--- src/rtl/fifo_pkg.sv ---
// rtl/fifo_pkg.sv - shared widths and sizing helper for the FIFO read/write engines
package fifo_pkg;

    localparam int DATA_WIDTH = 8;
    localparam int CNT_W      = 16;

    // Minimum bits to index n values, never less than one bit.
    function automatic int clog2_min1(input int n);
        int r;
        r = 0;
        while ((1 << r) < n) r++;
        return (r < 1) ? 1 : r;
    endfunction

endpackage

--- src/rtl/reader_buf.sv ---
// rtl/reader_buf.sv - circular holding buffer with count and registered not-empty flag
import fifo_pkg::*;

module reader_buf #(
    parameter int DW     = fifo_pkg::DATA_WIDTH,
    parameter int DEPTH  = 3,
    parameter int PTR_W  = clog2_min1(DEPTH),
    parameter int CNT_BW = clog2_min1(DEPTH + 1)
) (
    input  logic              clk,
    input  logic              reset,
    input  logic              push,
    input  logic [DW-1:0]     push_data,
    input  logic              pop,
    output logic [DW-1:0]     pop_data,
    output logic [CNT_BW-1:0] count,
    output logic              not_empty
);

    logic [DW-1:0]     mem_q [DEPTH];
    logic [DW-1:0]     mem_d [DEPTH];
    logic [PTR_W-1:0]  head_q, head_d;
    logic [PTR_W-1:0]  tail_q, tail_d;
    logic [CNT_BW-1:0] count_q, count_d;
    logic              not_empty_q, not_empty_d;
    logic              pop_eff;

    assign pop_eff = pop & not_empty_q;

    always_comb begin
        mem_d  = mem_q;
        head_d = head_q;
        tail_d = tail_q;
        if (push) begin
            mem_d[tail_q] = push_data;
            tail_d = (tail_q == PTR_W'(DEPTH - 1)) ? '0 : tail_q + 1'b1;
        end
        if (pop_eff) begin
            head_d = (head_q == PTR_W'(DEPTH - 1)) ? '0 : head_q + 1'b1;
        end
        count_d     = count_q + CNT_BW'(push) - CNT_BW'(pop_eff);
        not_empty_d = (count_d != '0);
    end

    always_ff @(posedge clk) begin
        if (reset) begin
            for (int i = 0; i < DEPTH; i++) mem_q[i] <= '0;
            head_q      <= '0;
            tail_q      <= '0;
            count_q     <= '0;
            not_empty_q <= 1'b0;
        end else begin
            mem_q       <= mem_d;
            head_q      <= head_d;
            tail_q      <= tail_d;
            count_q     <= count_d;
            not_empty_q <= not_empty_d;
        end
    end

    assign pop_data  = mem_q[head_q];
    assign count     = count_q;
    assign not_empty = not_empty_q;

endmodule

--- src/rtl/fifo_reader.sv ---
// rtl/fifo_reader.sv - credit-checked FIFO drain engine feeding a valid/ready stream
import fifo_pkg::*;

module fifo_reader #(
    parameter int DATA_WIDTH = fifo_pkg::DATA_WIDTH,
    parameter int RD_LATENCY = 1,
    parameter int BUF_DEPTH  = 3
) (
    input  logic                  clk,
    input  logic                  reset,
    input  logic [DATA_WIDTH-1:0] fifo_dout,
    input  logic                  fifo_empty,
    output logic                  fifo_rd,
    output logic [DATA_WIDTH-1:0] m_data,
    output logic                  m_valid,
    input  logic                  m_ready,
    output logic [CNT_W-1:0]      words_read,
    output logic                  idle
);

    localparam int BCW = clog2_min1(BUF_DEPTH + 1);

    logic [RD_LATENCY-1:0] inflight_q, inflight_d;
    logic [CNT_W-1:0]      words_read_q, words_read_d;
    logic                  idle_q, idle_d;
    logic [BCW-1:0]        buf_count;
    logic                  capture;
    logic                  transfer;
    int                    inflight_cnt;
    int                    cnt_next;

    always_comb begin
        inflight_cnt = 0;
        for (int i = 0; i < RD_LATENCY; i++) inflight_cnt += int'(inflight_q[i]);
    end

    // Reserve a buffer slot for every read still in the FIFO pipeline;
    // m_ready stays out of this path on purpose.
    assign fifo_rd  = ~reset & ~fifo_empty & ((int'(buf_count) + inflight_cnt) < BUF_DEPTH);
    assign capture  = inflight_q[RD_LATENCY-1];
    assign transfer = m_valid & m_ready;

    always_comb begin
        inflight_d   = RD_LATENCY'({inflight_q, fifo_rd});
        words_read_d = words_read_q + CNT_W'(transfer);
        cnt_next     = int'(buf_count) + int'(capture) - int'(transfer);
        idle_d       = (cnt_next == 0) && (inflight_d == '0) && fifo_empty;
    end

    always_ff @(posedge clk) begin
        if (reset) begin
            inflight_q   <= '0;
            words_read_q <= '0;
            idle_q       <= 1'b1;
        end else begin
            inflight_q   <= inflight_d;
            words_read_q <= words_read_d;
            idle_q       <= idle_d;
        end
    end

    reader_buf #(
        .DW    (DATA_WIDTH),
        .DEPTH (BUF_DEPTH)
    ) u_buf (
        .clk       (clk),
        .reset     (reset),
        .push      (capture),
        .push_data (fifo_dout),
        .pop       (transfer),
        .pop_data  (m_data),
        .count     (buf_count),
        .not_empty (m_valid)
    );

    assign words_read = words_read_q;
    assign idle       = idle_q;

endmodule

--- config.mk ---
export PLATFORM = sky130hd
export DESIGN_NAME = fifo_reader
export DESIGN_NICKNAME = d
export VERILOG_FILES = /design/src/rtl/fifo_pkg.sv /design/src/rtl/reader_buf.sv /design/src/rtl/fifo_reader.sv
export SDC_FILE = /design/constraint.sdc
export NUM_CORES = 1
export LEC_CHECK = 0
export CORE_AREA = 2 2 66 68
export CTS_CLUSTER_SIZE = 8
export DETAILED_ROUTE_END_ITERATION = 8
export DIE_AREA = 0 0 68 70
export GPL_TIMING_DRIVEN = 0
export PLACE_DENSITY = 0.82
export SYNTH_ARGS = -nofsm -noshare
export SYNTH_HDL_FRONTEND = slang
export SYNTH_SLANG_ARGS = --single-unit
--- constraint.sdc ---
create_clock -name clk -period 2.86 [get_ports clk]
set_clock_uncertainty 0.15 [all_clocks]
set_input_delay 0.572 -clock clk [delete_from_list [all_inputs] [get_ports clk]]
set_output_delay 0.572 -clock clk [all_outputs]
set_load 0.005 [all_outputs]
==> out/qor.tcl <==
set qor(portBuffers) 37
set qor(netlist.area_leader.share) 0.450
set qor(dp.cells) 325
set qor(syn_to_final_growth_pct) 24.0
set qor(comb_power_share) 0.219
set qor(ys.flop_type) {dfxtp_1}
set qor(post-route-min-period_ns) 2.65
set qor(syn_nets) 257
set qor(count_of_flip_flops_with_a_built_in_enable_after_synthesis) 0
set qor(post_synth_instance_area_sq_um) 2180
set qor(clkSinkCount) 49
set qor(row_count) 24
set qor(gpl_wtd_cong) 0.738
set qor(p_leak_uw) 0.00114
set qor(die_area_sq_um) 4760
set qor(dr.pass1.iters) 4
set qor(power.share.switching) 0.279
set qor(netlist_instances) 236
set qor(rsz0062_at_grt) {false}
set qor(clk_path_buf_depth) 2
set qor(final.fill_count) 358
set qor(worst_hold_path.num_cells) 2
set qor(synth_sequential_area_ratio) 0.450
set qor(synth.area.top_cells) {dfxtp_1, mux2i_1, nor2_1, ha_1, xnor2_1}
set qor(worst-setup-path-type) {reg2out}
set qor(drt_iter0_markers) 60
set qor(hold_class) {reg2reg}
set qor(timing.critical_path.required_ns) 2.14
set qor(end_kind) {primary output}
set qor(fin_cells) 333
set qor(synth_top_cells_by_count) {dfxtp_1, nor2_1, mux2i_1}
set qor(count_of_hold_fix_buffers_inserted_at_cts) 0
set qor(fmax_mhz) 378
set qor(timing.final.crit_share) 0.925
set qor(dpl-instance-area_sq_um) 2620
set qor(p_sw_uw) 411
set qor(via_density_per_instance) 5.14
set qor(total_area_of_multi_input_combinational_cells_sq_um) 1110
set qor(ff2ff_path_depth) 7
set qor(synthArstFlopShare) 0
set qor(floorplan.io_pins) 39
set qor(worst_ep_arrival_time_ns) 1.92
set qor(hold_start) {u_buf.mem_q[19]$_SDFFE_PP0P_}
set qor(tritoncts) {yes}
set qor(cts.clk_slew.worst_paths_ns) 0.09
set qor(rr_startpoint) {u_buf.not_empty$_SDFF_PP0_}
set qor(routed_wire_length_per_instance_um) 13.2
set qor(grt_start_max_net_pins) 16
set qor(synth-seq-cells) 49
set qor(slew_headroom) 0.642
set qor(clock_insertion_delay_worst_skew_ns) 0.30
set qor(nets) 301
set qor(worst_pin_slew_ns) 0.536
set qor(h-tree-depth) 2
set qor(whs_ns) 0.349
set qor(clock_power_share) 0.265
set qor(finish.instance_area_sq_um) 2700
set qor(power.internal_uw) 1060
set qor(post_cts_resized) 3
set qor(post-route-worst-setup-slack_ns) 0.214
set qor(kind_of_start_point_of_the_critical_path) {flip-flop}
set qor(cts-buffers-inserted) 5
set qor(post-dp-hpwl_mm) 3.12
set qor(fin_tns_setup_ns) 0
set qor(detailed_route_drc_error_count) 0
set qor(endpoint_worst_hold) {u_buf.mem_q[19]$_SDFFE_PP0P_}
set qor(regToRegSetupSlack_ns) 0.82
set qor(number_of_nets_still_failing_antenna_checks_after_routing) 0
set qor(regArea_sq_um) 982
set qor(width_of_the_die_um) 68
set qor(max-vdd-ir-drop_mv) 0.314
set qor(grt_overflow) 0
set qor(syn-mean-instance-area_sq_um) 9.24
set qor(yosys_warnings) 0
set qor(vias) 1711
set qor(worstPathMaxFanout) 5
set qor(grt_antenna_before_repair) 0
set qor(totalWireLength_mm) 4.40
set qor(finalHoldViolations) 0
set qor(p_seq_frac) 0.515
set qor(clock_tree.root_cell) {clkbuf_8}
set qor(grt_first_pass_wirelength_mm) 7.58
set qor(drive_gt1_frac) 0.0819
set qor(finalMaxSlewViolations) 0
set qor(post-synth-top-area-cell) {dfxtp_1}
set qor(diodes) 0
set qor(post_place_setup_slack_ns) 0.0813
set qor(synth_most_common_cell) {dfxtp_1}
set qor(floorplan.initialDensity) 0.526
set qor(post-cts-setup-buffer-count) 0
set qor(power-per-cell-area_nw_per_um2) 546
set qor(die_height_um) 70
set qor(crit-reg2reg-capture) {words_read[15]$_SDFF_PP0_}
set qor(grt_pass1_vias) 1690
set qor(max_cap_viol_count) 0
set qor(floorplan.core_area_sq_um) 4140
set qor(post_synth_num_cell_types) 28
set qor(status) {finished, final reports clean}
set qor(grt_usage) 0.210
set qor(setup_violations) 0
[through the flow]
step	total power (uW)	util
floorplan	974	-
global placement	1080	0.631
detailed placement	1100	0.631
CTS	1490	0.652
global route	1580	0.652
finish	1480	0.652
[logic make-up after synthesis]
family                   share of synthesized area
multiplexers                                 0.171
XOR/XNOR                                    0.0442
AO/OA/AOI/OAI                               0.0499
buffers and inverters                       0.0430
AND/OR/NAND/NOR                              0.190
flip-flops                                   0.450
adder cells (fa/ha/maj)                     0.0516
[power groups by stage]
stage               combinational (uW)  sequential (uW)  clock, uW
CTS                                324              761        401
finish                             323              761        392
global placement                   308              774          0
global route                       373              767        435
floorplan                          201              773          0
detailed placement                 322              776          0
[per-layer routing]
metal / vias to the layer above / track usage / routed length, um
met5: - / 0 / 0
met2: 35 / 0.333 / 2150
met3: 5 / 0.0499 / 187
met4: 0 / 0.0933 / 66
met1: 797 / 0.267 / 1990
li1: 874 / - / -
[sequential cells by signal (all words and copies together) (netlist names)]
register,flops
u_buf.tail_q,2
u_buf.not_empty,1
words_read,16
u_buf.mem_q,24
u_buf.head_q,2
idle,1
capture,1
u_buf.count,2
[critical path, stage by stage, from the launching register on]
cell	delay, ns
dfxtp_2	0.37
ha_1	0.18
inv_1	0.06
ha_1	0.31
a2111oi_1	0.42
dlygate4sd2_1	0.28
[area by class of cell]
type,count,area share
Multi-Input combinational cell,164,0.410
Sequential cell,49,0.363
Timing Repair Buffer,37,0.137
Clock buffer,5,0.0255
Tap cell,52,0.0241
Buffer,12,0.0194
Inverter,11,0.0153
Clock inverter,3,0.00648
[how the worst max path moves through the flow]
stage,start,to,slack (ns)
2_1_floorplan,m_ready,u_buf.not_empty$_SDFF_PP0_,0.77
3_3_place_gp,m_ready,words_read[15]$_SDFF_PP0_,0.14
3_5_place_dp,m_ready,words_read[15]$_SDFF_PP0_,0.08
4_1_cts,capture$_SDFF_PP0_,fifo_rd,0.24
5_1_grt,capture$_SDFF_PP0_,fifo_rd,0.02
6_report,capture$_SDFF_PP0_,fifo_rd,0.21
[cells in the final DEF (no fill, tap or decap), drive strengths merged, types with 2 or more instances in the layout]
cell type / Yosys / layout
xnor2: 8 / 8
clkinv: 0 / 2
nand2: 18 / 18
nor4: 2 / 2
buf: 7 / 7
nand3: 8 / 8
ha: 9 / 9
nor2b: 8 / 8
o21ai: 10 / 10
nor3: 5 / 5
inv: 11 / 11
a21oi: 5 / 5
nor2: 43 / 43
clkbuf: 5 / 10
nand3b: 2 / 2
a2111oi: 2 / 2
clkdlybuf4s50: 0 / 36
xor2: 3 / 3
dfxtp: 49 / 49
mux2: 4 / 4
mux2i: 32 / 32
No activity file was read; power rests on OpenSTA's default activity.
